$ cat config.mk
export PLATFORM = sky130hd
export DESIGN_NAME = fetch_decode_queue_flat
export DESIGN_NICKNAME = d
export VERILOG_FILES = /design/src/rtl/fetch_decode_queue_if.sv /design/src/rtl/fetch_decode_queue.sv /design/src/flat_wrapper.sv
export SDC_FILE = /design/constraint.sdc
export NUM_CORES = 1
export LEC_CHECK = 0
export BUFFER_PORTS_ARGS = -buffer_cell sky130_fd_sc_hd__buf_2
export CAP_MARGIN = 20
export CORE_ASPECT_RATIO = 0.8
export CORE_MARGIN = 2
export CORE_UTILIZATION = 35
export DETAILED_ROUTE_END_ITERATION = 7
export PLACE_DENSITY = 0.62
export SLEW_MARGIN = 40
export SYNTH_ARGS = -nofsm -noshare
export SYNTH_HDL_FRONTEND = slang
export SYNTH_SLANG_ARGS = --single-unit
$ cat constraint.sdc
create_clock -name clk -period 4.3 [get_ports clk]
set_input_delay 0.86 -clock clk [delete_from_list [all_inputs] [get_ports clk]]
set_output_delay 0.86 -clock clk [all_outputs]
set_load 0.05 [all_outputs]
$ cat src/rtl/fetch_decode_queue_if.sv
// Fetch/decode handshake bundle for the fetch-to-decode elastic queue.
// The master side is the fetch/decode environment; the slave side is the queue.
interface fetch_decode_queue_if #(
  parameter int PC_W    = 64,
  parameter int INSTR_W = 32,
  parameter int CNT_W   = 3
);
  logic               flush;
  logic               wr_valid;
  logic               wr_ready;
  logic [PC_W-1:0]    wr_pc;
  logic [INSTR_W-1:0] wr_instr;
  logic               rd_valid;
  logic               rd_ready;
  logic [PC_W-1:0]    rd_pc;
  logic [INSTR_W-1:0] rd_instr;
  logic [CNT_W-1:0]   count;

  modport master (
    output flush, wr_valid, wr_pc, wr_instr, rd_ready,
    input  wr_ready, rd_valid, rd_pc, rd_instr, count
  );

  modport slave (
    input  flush, wr_valid, wr_pc, wr_instr, rd_ready,
    output wr_ready, rd_valid, rd_pc, rd_instr, count
  );
endinterface

$ cat src/rtl/fetch_decode_queue.sv
// In-order {PC, instruction} queue between fetch and decode with branch flush.
// Flags and head data are registered, so no input reaches an output combinationally.
module fetch_decode_queue #(
  parameter int DEPTH   = 4,
  parameter int PC_W    = 64,
  parameter int INSTR_W = 32,
  parameter int CNT_W   = $clog2(DEPTH) + 1
) (
  input  logic                    clk,
  input  logic                    rst_n,
  fetch_decode_queue_if.slave     bus
);
  localparam int AW = $clog2(DEPTH);
  localparam logic [CNT_W-1:0] FULL = CNT_W'(DEPTH);

  logic [PC_W-1:0]    r_mem_pc    [DEPTH];
  logic [INSTR_W-1:0] r_mem_instr [DEPTH];
  logic [AW-1:0]      r_wr_ptr;
  logic [AW-1:0]      r_rd_ptr;
  logic [CNT_W-1:0]   r_count;
  logic               r_rd_valid;
  logic               r_wr_ready;
  logic [PC_W-1:0]    r_rd_pc;
  logic [INSTR_W-1:0] r_rd_instr;

  logic               w_wr;
  logic               w_rd;
  logic [AW-1:0]      w_wr_ptr_nxt;
  logic [AW-1:0]      w_rd_ptr_nxt;
  logic [CNT_W-1:0]   w_count_nxt;
  logic [PC_W-1:0]    w_rd_pc_nxt;
  logic [INSTR_W-1:0] w_rd_instr_nxt;

  assign w_wr = bus.wr_valid & r_wr_ready;
  assign w_rd = r_rd_valid & bus.rd_ready;

  // Next pointers and occupancy; flush overrides any same-cycle transfer.
  always_comb begin
    w_wr_ptr_nxt = r_wr_ptr;
    w_rd_ptr_nxt = r_rd_ptr;
    w_count_nxt  = r_count;
    if (bus.flush) begin
      w_wr_ptr_nxt = {AW{1'b0}};
      w_rd_ptr_nxt = {AW{1'b0}};
      w_count_nxt  = {CNT_W{1'b0}};
    end else begin
      if (w_wr) begin
        w_wr_ptr_nxt = r_wr_ptr + AW'(1);
      end else begin
        w_wr_ptr_nxt = r_wr_ptr;
      end
      if (w_rd) begin
        w_rd_ptr_nxt = r_rd_ptr + AW'(1);
      end else begin
        w_rd_ptr_nxt = r_rd_ptr;
      end
      case ({w_wr, w_rd})
        2'b10:   w_count_nxt = r_count + CNT_W'(1);
        2'b01:   w_count_nxt = r_count - CNT_W'(1);
        default: w_count_nxt = r_count;
      endcase
    end
  end

  // Next head: an entry written this cycle becomes the head when it lands on the next read slot.
  always_comb begin
    w_rd_pc_nxt    = {PC_W{1'b0}};
    w_rd_instr_nxt = {INSTR_W{1'b0}};
    if (w_count_nxt == {CNT_W{1'b0}}) begin
      w_rd_pc_nxt    = {PC_W{1'b0}};
      w_rd_instr_nxt = {INSTR_W{1'b0}};
    end else if (w_wr && (w_rd_ptr_nxt == r_wr_ptr)) begin
      w_rd_pc_nxt    = bus.wr_pc;
      w_rd_instr_nxt = bus.wr_instr;
    end else begin
      w_rd_pc_nxt    = r_mem_pc[w_rd_ptr_nxt];
      w_rd_instr_nxt = r_mem_instr[w_rd_ptr_nxt];
    end
  end

  // Storage array; contents need no reset.
  always_ff @(posedge clk) begin
    if (w_wr && !bus.flush) begin
      r_mem_pc[r_wr_ptr]    <= bus.wr_pc;
      r_mem_instr[r_wr_ptr] <= bus.wr_instr;
    end
  end

  // Control state and registered outputs.
  always_ff @(posedge clk or negedge rst_n) begin
    if (!rst_n) begin
      r_wr_ptr   <= {AW{1'b0}};
      r_rd_ptr   <= {AW{1'b0}};
      r_count    <= {CNT_W{1'b0}};
      r_rd_valid <= 1'b0;
      r_wr_ready <= 1'b1;
      r_rd_pc    <= {PC_W{1'b0}};
      r_rd_instr <= {INSTR_W{1'b0}};
    end else begin
      r_wr_ptr   <= w_wr_ptr_nxt;
      r_rd_ptr   <= w_rd_ptr_nxt;
      r_count    <= w_count_nxt;
      r_rd_valid <= (w_count_nxt != {CNT_W{1'b0}});
      r_wr_ready <= (w_count_nxt != FULL);
      r_rd_pc    <= w_rd_pc_nxt;
      r_rd_instr <= w_rd_instr_nxt;
    end
  end

  assign bus.wr_ready = r_wr_ready;
  assign bus.rd_valid = r_rd_valid;
  assign bus.rd_pc    = r_rd_pc;
  assign bus.rd_instr = r_rd_instr;
  assign bus.count    = r_count;
endmodule
$ cat src/flat_wrapper.sv
// flat-port wrapper written by rule: the top's interface ports become plain ports
module fetch_decode_queue_flat 
#(
  parameter int DEPTH   = 4,
  parameter int PC_W    = 64,
  parameter int INSTR_W = 32,
  parameter int CNT_W   = $clog2(DEPTH) + 1
)
  (clk, rst_n, bus_flush, bus_wr_valid, bus_wr_pc, bus_wr_instr, bus_rd_ready, bus_wr_ready, bus_rd_valid, bus_rd_pc, bus_rd_instr, bus_count);
  fetch_decode_queue_if #(.PC_W(PC_W), .INSTR_W(INSTR_W), .CNT_W(CNT_W)) bus_i ();
  input  logic clk;
  input  logic rst_n;
  input wire logic [$bits(bus_i.flush)-1:0] bus_flush;
  input wire logic [$bits(bus_i.wr_valid)-1:0] bus_wr_valid;
  input wire logic [$bits(bus_i.wr_pc)-1:0] bus_wr_pc;
  input wire logic [$bits(bus_i.wr_instr)-1:0] bus_wr_instr;
  input wire logic [$bits(bus_i.rd_ready)-1:0] bus_rd_ready;
  output wire logic [$bits(bus_i.wr_ready)-1:0] bus_wr_ready;
  output wire logic [$bits(bus_i.rd_valid)-1:0] bus_rd_valid;
  output wire logic [$bits(bus_i.rd_pc)-1:0] bus_rd_pc;
  output wire logic [$bits(bus_i.rd_instr)-1:0] bus_rd_instr;
  output wire logic [$bits(bus_i.count)-1:0] bus_count;
  assign bus_i.flush = bus_flush;
  assign bus_i.wr_valid = bus_wr_valid;
  assign bus_i.wr_pc = bus_wr_pc;
  assign bus_i.wr_instr = bus_wr_instr;
  assign bus_i.rd_ready = bus_rd_ready;
  assign bus_wr_ready = bus_i.wr_ready;
  assign bus_rd_valid = bus_i.rd_valid;
  assign bus_rd_pc = bus_i.rd_pc;
  assign bus_rd_instr = bus_i.rd_instr;
  assign bus_count = bus_i.count;
  fetch_decode_queue #(.DEPTH(DEPTH), .PC_W(PC_W), .INSTR_W(INSTR_W), .CNT_W(CNT_W)) u_core (.clk(clk), .rst_n(rst_n), .bus(bus_i));
endmodule
==> summary.txt, run 1 <==
Clock tree
  – Clock sinks: 489
  – Setup Buffers After CTS: 0
  – CTS tree: done
  – Worst-path clk slew: 0.06 ns
  – Number of hold buffers added after CTS: 0
  – H-tree levels: 2
  – CTS buffer count: 51
  – Clk Latency, worst-skew pair: 0.58 ns
  – Clk buf depth: 3
  – Root Buffer: clkbuf_16
  – Post_cts resized: 0

Yosys
  – Top cell type's share of synthesized area: 0.562
  – Most frequently used flop master after synthesis: edfxtp_1
  – FF+latch count, synth: 489
  – Syn Inst Count: 1372
  – Netlist cell types: 36
  – Leading post-synthesis cells by cell area: edfxtp_1 56%, dfrtp_1 13%, o211a_1 9.4%
  – Syn. warnings: 0
  – Commonest cells post-synth: 384 x edfxtp_1, 192 x a211o_1, 192 x o211a_1
  – Area of the mapped netlist: 20500 um2
  – Synth area leader: edfxtp_1
  – Sequential share of the synthesized area: 0.690
  – Number of flops mapped to enable cells by yosys: 384
  – Synth Net Count: 1479
  – Avg Cell Area, Syn: 14.9 um2
  – Top-count cell post-synth: edfxtp_1
  – Synth async-reset ratio: 0.215

Routing
  – Antenna Violating Nets Remaining: 0
  – DRC viols: 0
  – DR vias: 13531
  – Drt total wl: 58.7 mm
  – Pre-Repair DR Iteration Count: 5
  – Initial DRC count: 1200
  – Routed len/inst: 25.2 um
  – Via density: 5.81

Floorplanning
  – Initial core utilization: 0.353
  – Core region area: 58000 um2
  – DIE HEIGHT: 221 um
  – Row cnt: 79
  – Die area: 60600 um2
  – IO Pins: 202
  – Die X: 275 um

Job
  – Max-cap violations: 0

Setup path
  – Crit path largest cell delay: 0.53 ns
  – Most frequent CP cell: a21oi_1
  – Critical Path AT: 3.40 ns
  – Crit Path Class: reg2reg
  – Setup crit end kind: flop
  – R2R setup slack: 1.32 ns
  – Crit path max fanout: 33
  – Critical R2R Launch: u_core.bus.wr_ready
  – CP max-delay cell: dfstp_2
  – FF-to-FF path depth: 9
  – CP startpoint kind: flop
  – Reg2reg end: u_core.bus.rd_pc[36]
  – Crit path cell chain: nand2_1 -> ha_1 -> fa_1 -> xnor2_1 -> o21ai_0 -> a21oi_1 -> nor2_4 -> buf_4 -> a21oi_1
  – CP required: 4.72 ns

Power
  – Worst vdd ir: 0.309 mV
  – Tot Pwr: 15.1 mW
  – P_leak: 9.85 nW
  – Cell area power density: 623 nW/um2

Global route
  – Number of global-route vias before repair: 13800
  – Pin count of the biggest net entering global routing: 105
  – Total gr overflow: 0
  – GRT Overall Usage: 0.190
  – Global-route wire length before repair: 87.1 mm
  – Initial antenna violation count: 8

STA
  – Fmax achieved: 0.336 GHz
  – Worst setup margin: 1.32 ns
  – Final TNS setup: 0 ns
  – Fin crit share: 0.692
  – Max transition margin: 0.450
  – Final setup vio count: 0
  – Max-slew violation count: 0
  – RSZ-0062 raised after global routing: false
  – Worst-Margin Slew: 0.826 ns
  – Minimum clock period: 2.98 ns
  – Setup Skew: 0.0172 ns
  – Final Hold Viols: 0

Place
  – Port-buffer cells: 201
  – Post-Place Cells: 2229
  – Post-place setup slack: 0.800 ns
  – GPL Wtd Cong: 0.734
  – DP HPWL: 29.9 mm

Final layout
  – Nets: 1620
  – Filler Cell Count: 5212
  – P&R area growth vs syn: 18.1%
  – Post-route core utilization: 0.418
  – Post-Layout Cell Count: 2328
  – Layout cells sized above 1: 0.221

Run status
  – Status: finished, final reports clean

Worst hold path
  – Min-delay worst type: in2async
==> placed cells by master, fill, tap and decap left out, drive strengths merged <==
| cell | instances |
|---|---|
| a211o | 192 |
| nand2 | 3 |
| o211a | 192 |
| or3 | 1 |
| diode | 4 |
| buf | 247 |
| fa | 1 |
| clkinvlp | 2 |
| o21ai | 2 |
| a21boi | 1 |
| and2 | 5 |
| nand4bb | 1 |
| ha | 5 |
| and3b | 1 |
| xor2 | 1 |
| nor3b | 2 |
| xnor2 | 4 |
| mux2i | 2 |
| edfxtp | 384 |
| a21oi | 98 |
| and3 | 2 |
| clkinv | 20 |
| nor2 | 6 |
| nand2b | 2 |
| bufinv | 10 |
| nor3 | 1 |
| nand3 | 97 |
| nor2b | 1 |
| o211ai | 98 |
| dfrtp | 104 |
| clkbuf | 61 |
| inv | 8 |
| dfstp | 1 |
==> metal layers <==
layer / share of wire / track usage
met2: 0.50 / 0.322
met1: 0.42 / 0.253
met5: 0.00070 / 0
met4: 0.018 / 0.0534
met3: 0.062 / 0.0320
==> metrics by stage <==
| step | cell area, um2 | hold slack, ns |
|---|---|---|
| after detailed placement | 22400 | 0.658 |
| after global placement | 22300 | 0.637 |
| after global routing | 24200 | 0.202 |
| after floorplan | 20500 | 0.564 |
| after CTS | 24200 | 0.184 |
| final | 24200 | 0.209 |
==> worst max-delay path by stage <==
| stage | start | end | slack (ns) | depth (start not counted) |
|---|---|---|---|---|
| floorplan | bus_flush | u_core.r_mem_instr[0][0] | 0.41 | 3 |
| finish | u_core.bus.wr_ready | u_core.bus.rd_pc[36] | 1.32 | 9 |
| global placement | bus_rd_ready | u_core.bus.rd_pc[38] | 0.84 | 10 |
| CTS | u_core.bus.wr_ready | u_core.bus.rd_pc[25] | 1.28 | 9 |
| detailed placement | bus_rd_ready | u_core.bus.rd_pc[25] | 0.80 | 10 |
| global route | u_core.bus.wr_ready | u_core.bus.rd_pc[38] | 1.11 | 9 |
==> power by group <==
part           switching, mW  internal, mW  total [mW]
clock network           1.88          2.90        4.78
registers              0.212          5.65        5.86
logic                   3.29          1.17        4.45
==> critical path, delay by kind of cell, from the launching register on <==
kind / cells / cell delay (ns)
adder cells (fa/ha/maj): 2 / 0.67
flip-flops: 1 / 0.53
buffers and inverters: 1 / 0.53
AND/OR/NAND/NOR: 2 / 0.46
AO/OA/AOI/OAI: 3 / 0.44
XOR/XNOR: 1 / 0.15
==> area by class of cell <==
cell class	count	area, um2	share of cell area
Inverter	6	25.0	0.00103
Antenna cell	4	10.0	0.000413
Sequential cell	489	14200	0.584
Timing Repair Buffer	247	1520	0.0625
Clock inverter	34	429	0.0177
Multi-Input combinational cell	718	5740	0.237
Clock buffer	61	1390	0.0572
Tap cell	769	962	0.0397
==> state kept, by name, indices dropped and copies added, names as in the netlist <==
signal,count
u_core.bus.wr_ready,1
u_core.r_wr_ptr,2
u_core.bus.rd_instr,32
u_core.r_mem_pc,256
u_core.bus.rd_valid,1
u_core.r_rd_ptr,2
u_core.bus.count,3
u_core.r_mem_instr,128
u_core.bus.rd_pc,64
==> logic make-up after synthesis <==
| family | count (synthesis) | synth area share |
|---|---|---|
| compound gates | 583 | 0.236 |
| xor+xnor | 5 | 0.00342 |
| fa+ha+maj | 6 | 0.00403 |
| buf+inv | 165 | 0.0336 |
| flops | 489 | 0.690 |
| mux | 2 | 0.00159 |
| simple gates | 122 | 0.0306 |
Note: power is estimated with default switching activity, not from simulation.
==> run 2, diff against run 1 <==
Clock period 4.3 ns to 2.9 ns, I/O delays scaled along.
==> run 2 against run 1 <==
Clock-buffer cell count up 6. Sequential share of layout area decreased by 0.40 points. Worst hold slack improved by 0.010 ns.
==> summary.txt, run 2 (synthesized netlist as in run 1, its figures left out) <==
Setup path
  – CP startpoint kind: flop
  – CP required: 3.37 ns (-1.35 ns)
  – FF-to-FF path depth: 7 (-2)
  – Crit path largest cell delay: 0.75 ns (+0.22 ns)
  – Critical Path AT: 3.10 ns (-0.30 ns)
  – Stages on the worst setup path: 7 (-2)
  – Crit path max fanout: 66 (+100%)
  – Crit Path Class: reg2reg
  – CP max-delay cell: buf_4
  – Critical path buffer and inverter count: 2 (+1)
  – Setup crit end kind: flop
  – Most frequent CP cell: buf_4
  – Crit path cell chain: and2_4 -> buf_4 -> buf_4 -> o211a_1 -> a211o_1 -> o211ai_1 -> a21oi_1
  – CP top delay family: buffers and inverters

Place
  – GPL Wtd Cong: 0.737 (+0.41%)
  – Port-buffer cells: 201 (unchanged)
  – DP HPWL: 29.1 mm (-2.7%)

Worst hold path
  – Min-delay worst type: in2reg
  – Min-Delay Path Depth: 1

STA
  – Fin crit share: 0.906 (+0.213)
  – Final setup vio count: 0 (unchanged)
  – Final Hold Viols: 0 (unchanged)
  – Setup Skew: 0.0167 ns (-0.000425 ns)
  – RSZ-0062 raised after global routing: false
  – Final TNS setup: 0 ns (unchanged)
  – Max transition margin: 0.434 (-0.0152)
  – Max-slew violation count: 0 (unchanged)
  – Worst-Margin Slew: 0.848 ns (+0.0228 ns)
  – Fmax achieved: 0.381 GHz (+13%)
  – Minimum clock period: 2.63 ns (-0.350 ns)

Routing
  – Drt total wl: 55.7 mm (-5.0%)
  – Pre-Repair DR Iteration Count: 5 (unchanged)
  – Routed len/inst: 23.9 um (-5.3%)
  – Initial DRC count: 1170 (-2.5%)
  – Antenna Violating Nets Remaining: 0 (unchanged)
  – Via density: 5.70 (-2.0%)
  – DRC viols: 0 (unchanged)
  – DR vias: 13298 (-1.7%)

Clock tree
  – Root Buffer: clkbuf_16
  – Worst-path clk slew: 0.06 ns (about the same)
  – CTS tree: done
  – Clock sinks: 489 (unchanged)
  – H-tree levels: 2 (unchanged)
  – Clk Latency, worst-skew pair: 0.59 ns (about the same)
  – Clk buf depth: 3 (unchanged)
  – Post_cts resized: 0 (unchanged)
  – CTS buffer count: 51 (unchanged)

Final layout
  – Top reg by flops: u_core.r_mem_pc
  – Post-route core utilization: 0.421 (+0.00291)
  – Max reg flops: 256 (unchanged)
  – P&R area growth vs syn: 19.0%
  – Commonest cells after routing, fill and taps aside: 384 x edfxtp_1, 200 x buf_2, 192 x o211a_1, 192 x a211o_1, 103 x dfrtp_1
  – Commonest non-fill, non-tap cell in the layout: edfxtp_1
  – Layout cells sized above 1: 0.230 (+0.00881)
  – Nets: 1632 (+0.74%)

Floorplanning
  – Die X: 275 um (unchanged)
  – Row cnt: 79 (unchanged)
  – IO Pins: 202 (unchanged)
  – Core region area: 58000 um2 (unchanged)
  – Die area: 60600 um2 (unchanged)
  – Initial core utilization: 0.353 (unchanged)
  – DIE HEIGHT: 221 um (unchanged)

Global route
  – GRT Overall Usage: 0.180 (-0.0103)
  – Total gr overflow: 0 (unchanged)
  – Initial antenna violation count: 1 (-7)
  – Pin count of the biggest net entering global routing: 103 (-1.9%)
  – Global-route wire length before repair: 83.2 mm (-4.5%)
  – Number of global-route vias before repair: 13362 (-3.2%)

Job
  – Max-cap violations: 0 (unchanged)

Power
  – P_leak: 9.91 nW (+0.58%)
  – Cell area power density: 898 nW/um2 (+44%)
  – Tot Pwr: 21.9 mW (+45%)
  – Worst vdd ir: 0.559 mV (+81%)

Run status
  – Status: finished, final reports clean
## run 2: cell count changes in the layout (fill, tap and decap cells not counted), sizes merged
cell	previous run	this run
buf	247	258
bufinv	10	3
clkbuf	61	67
clkinv	20	12
clkinvlp	2	6
diode	4	1
dlygate4sd3	0	1
inv	8	11
## run 2: timing repair
item / in CTS / in global routing
endpoints found under the setup margin: 0 / 31
buffers inserted: 0 / 3
endpoints found under the hold margin: 16 / 0
hold buffers: 1 / 0
## run 2: power breakdown
| part | total, mW | internal, mW | switching [mW] |
|---|---|---|---|
| Combinational | 6.80 | 1.96 | 4.84 |
| Clock | 6.46 | 3.72 | 2.74 |
| Sequential | 8.67 | 8.37 | 0.296 |
## run 2: final cells by class
type | instances | area [um2]
Inverter | 6 | 25.0
Timing Repair Buffer | 259 | 1850
Antenna cell | 1 | 2.50
Sequential cell | 489 | 14200
Multi-Input combinational cell | 718 | 5750
Clock inverter | 26 | 236
Clock buffer | 67 | 1420
Fill cell | 5266 | 33600
Tap cell | 769 | 962
## run 2: metrics by stage
step                instance area, um2  worst slack (ns)  hold WS, ns  instances
finish                           24400             0.273        0.219       2335
global route                     24400             0.178        0.213       2335
CTS                              24400            0.0987        0.180       2331
detailed placement               22700            -0.117        0.620       2237
global placement                 22700            -0.121        0.619       2237
floorplan                        20600          0.000675        0.284       1372
## run 2: path summary, 6_finish.rpt
kind                                           from                         to  slack (ns)
worst max-delay path            u_core.bus.rd_valid       u_core.bus.rd_pc[32]        0.27
worst min-delay path               bus_wr_instr[17]  u_core.r_mem_instr[3][17]        0.22
worst max register to register  u_core.bus.rd_valid       u_core.bus.rd_pc[32]        0.27
worst min register to register  u_core.bus.count[1]        u_core.bus.count[1]        0.66
max in group asynchronous                     rst_n        u_core.bus.wr_ready        1.97
min in group asynchronous                     rst_n    u_core.bus.rd_instr[26]        0.52
## run 2: metal layers
| metal | global-route usage | up-vias | routed length [um] |
|---|---|---|---|
| met5 | 0 | - | 0 |
| met2 | 0.312 | 419 | 27900 |
| met3 | 0.0263 | 64 | 3090 |
| met4 | 0.0446 | 0 | 888 |
| met1 | 0.238 | 6900 | 23900 |
| li1 | - | 5915 | - |
==> run 3, diff against run 2 <==
Settings changed: REMOVE_ABC_BUFFERS from default to 1.
==> run 3 against run 2 <==
Via count is 1.1% higher. Clock skew up 0.0067 ns. Die area unchanged. Worst hold slack worse by 0.11 ns. Final area is 0.42% lower. Largest power group unchanged. Sequential power hardly changed. Highest routed layer is now met5. Routed wire length increased by 1.1%. Core utilization fell by 0.17 points. Clock power hardly changed. Register-to-register slack got worse by 0.05 ns. Sequential cell count unchanged. Global-route usage increased by 0.32 points.
==> summary.txt, run 3 (synthesized netlist as in run 1, its figures left out) <==
Power
  – Tot Pwr: 21.9 mW (about the same)
  – Worst vdd ir: 0.650 mV (+16%)
  – Cell area power density: 902 nW/um2 (+0.37%)
  – P_leak: 9.86 nW (-0.50%)

Place
  – GPL Wtd Cong: 0.717 (-2.7%)
  – Post-Place Cell Area: 22700 um2 (-0.12%)
  – DP HPWL: 28.3 mm (-2.7%)
  – Port-buffer cells: 201 (unchanged)
  – Post-place setup slack: -0.00431 ns (+0.112 ns)

Clock tree
  – Worst-path clk slew: 0.06 ns (about the same)
  – CTS tree: done
  – Clock sinks: 489 (unchanged)
  – Clk buf depth: 3 (unchanged)
  – H-tree levels: 2 (unchanged)
  – Clk Latency, worst-skew pair: 0.59 ns (about the same)
  – CTS buffer count: 50 (-2.0%)
  – Setup Buffers After CTS: 0 (unchanged)
  – Number of hold buffers added after CTS: 0 (-1)
  – Root Buffer: clkbuf_16
  – Post_cts resized: 0 (unchanged)

Run status
  – Status: finished, final reports clean

Global route
  – GRT Overall Usage: 0.183 (+0.00323)
  – Pin count of the biggest net entering global routing: 106 (+2.9%)
  – Total gr overflow: 0 (unchanged)
  – Initial antenna violation count: 4 (+3)
  – Number of global-route vias before repair: 13488 (+0.94%)
  – Global-route wire length before repair: 85.1 mm (+2.3%)

STA
  – Final Hold Viols: 0 (unchanged)
  – Final setup vio count: 0 (unchanged)
  – Max transition margin: 0.471 (+0.0366)
  – Final TNS setup: 0 ns (unchanged)
  – Setup Skew: 0.0235 ns (+0.00675 ns)
  – Fin crit share: 0.924 (+0.0179)
  – Minimum clock period: 2.68 ns (+0.0518 ns)
  – Max-slew violation count: 0 (unchanged)
  – RSZ-0062 raised after global routing: false
  – Worst-Margin Slew: 0.794 ns (-0.0549 ns)
  – Fmax achieved: 0.373 GHz (-1.9%)
  – Worst setup margin: 0.222 ns (-0.0518 ns)

Routing
  – Initial DRC count: 1240 (+6.0%)
  – DR vias: 13444 (+1.1%)
  – Antenna Violating Nets Remaining: 0 (unchanged)
  – Via density: 5.77 (+1.3%)
  – Routed len/inst: 24.2 um (+1.3%)
  – DRC viols: 0 (unchanged)
  – Pre-Repair DR Iteration Count: 5 (unchanged)
  – Drt total wl: 56.3 mm (+1.1%)

Worst hold path
  – Min-delay worst type: in2async

Setup path
  – Crit Path Class: reg2reg
  – Crit path max fanout: 12 (-82%)
  – CP startpoint kind: flop
  – CP required: 3.39 ns (+0.02 ns)
  – Setup crit end kind: flop
  – Critical Path AT: 3.17 ns (+0.07 ns)

Floorplanning
  – Die area: 60600 um2 (unchanged)
  – DIE HEIGHT: 221 um (unchanged)
  – Initial core utilization: 0.353 (unchanged)
  – Die X: 275 um (unchanged)
  – IO Pins: 202 (unchanged)
  – Row cnt: 79 (unchanged)
  – Core region area: 58000 um2 (unchanged)

Final layout
  – P&R area growth vs syn: 18.5%
  – Post-route cell area: 24300 um2 (-0.42%)
  – Filler Cell Count: 5251 (-0.28%)
  – Commonest cells after routing, fill and taps aside: 384 x edfxtp_1, 200 x buf_2, 192 x o211a_1, 192 x a211o_1, 104 x dfrtp_1
  – Top reg by flops: u_core.r_mem_pc
  – Max reg flops: 256 (unchanged)
  – Layout cells sized above 1: 0.218 (-0.0119)
  – Nets: 1624 (-0.49%)
  – Commonest non-fill, non-tap cell in the layout: edfxtp_1

Job
  – Max-cap violations: 0 (unchanged)
==> run 3: cell types whose count changed in the layout (fill, tap and decap cells not counted), moves of 2 or more <==
cell,before,now
clkbuf_1,8,16
clkbuf_8,8,2
buf_4,26,21
clkinv_1,2,6
clkinvlp_4,6,3
inv_6,3,0
buf_12,32,30
clkbuf_16,51,53
==> run 3: metrics by stage <==
step	util	hold WS, ns	cells
6_report	0.419	0.106	2330
5_1_grt	0.419	0.150	2330
4_1_cts	0.419	0.116	2328
3_5_place_dp	0.391	0.618	2234
3_3_place_gp	0.391	0.615	2234
2_1_floorplan	-	0.284	1213
==> run 3: report_power, final <==
group,internal [mW],switching [mW]
Clock,3.75,2.74
Combinational,1.89,4.85
Sequential,8.37,0.298
Total,14.0,7.89
==> run 3: cell type report <==
type                       instances  area (um2)  share of cell area
timing repair buffer             252        1770              0.0729
inverter                           6        25.0             0.00103
tap                              769         962              0.0396
antenna                            2        5.00            0.000206
clock inverter                    23         219             0.00901
clock buffer                      71        1410              0.0582
multi-input combinational        718        5740               0.236
sequential                       489       14200               0.583
==> run 3: path summary, 6_finish.rpt <==
path | startpoint | to | slack [ns] | cells after the start
max | u_core.bus.wr_ready | u_core.bus.rd_pc[44] | 0.22 | 9
min | rst_n | u_core.bus.count[1] | 0.11 | 2
max reg2reg | u_core.bus.wr_ready | u_core.bus.rd_pc[44] | 0.22 | 9
min reg2reg | u_core.bus.count[1] | u_core.bus.count[1] | 0.63 | 2
max in group asynchronous | rst_n | u_core.bus.rd_pc[26] | 2.25 | 2
min in group clk | bus_wr_pc[20] | u_core.r_mem_pc[1][20] | 0.23 | 1
==> run 3: routing by layer <==
metal	GRT usage	wire length [um]
met3	0.0332	3630
met4	0.0486	1080
met5	0	24
met1	0.262	25400
met2	0.287	26200
==> run 3: critical path, cell delays in order, from the launching register on <==
cell and delay, ns:
dfstp_2 0.52, nand2_1 0.07, ha_1 0.23, fa_1 0.39
xnor2_1 0.15, or3_1 0.30, a21oi_1 0.30, nor2_4 0.19
buf_4 0.25, a21oi_1 0.17
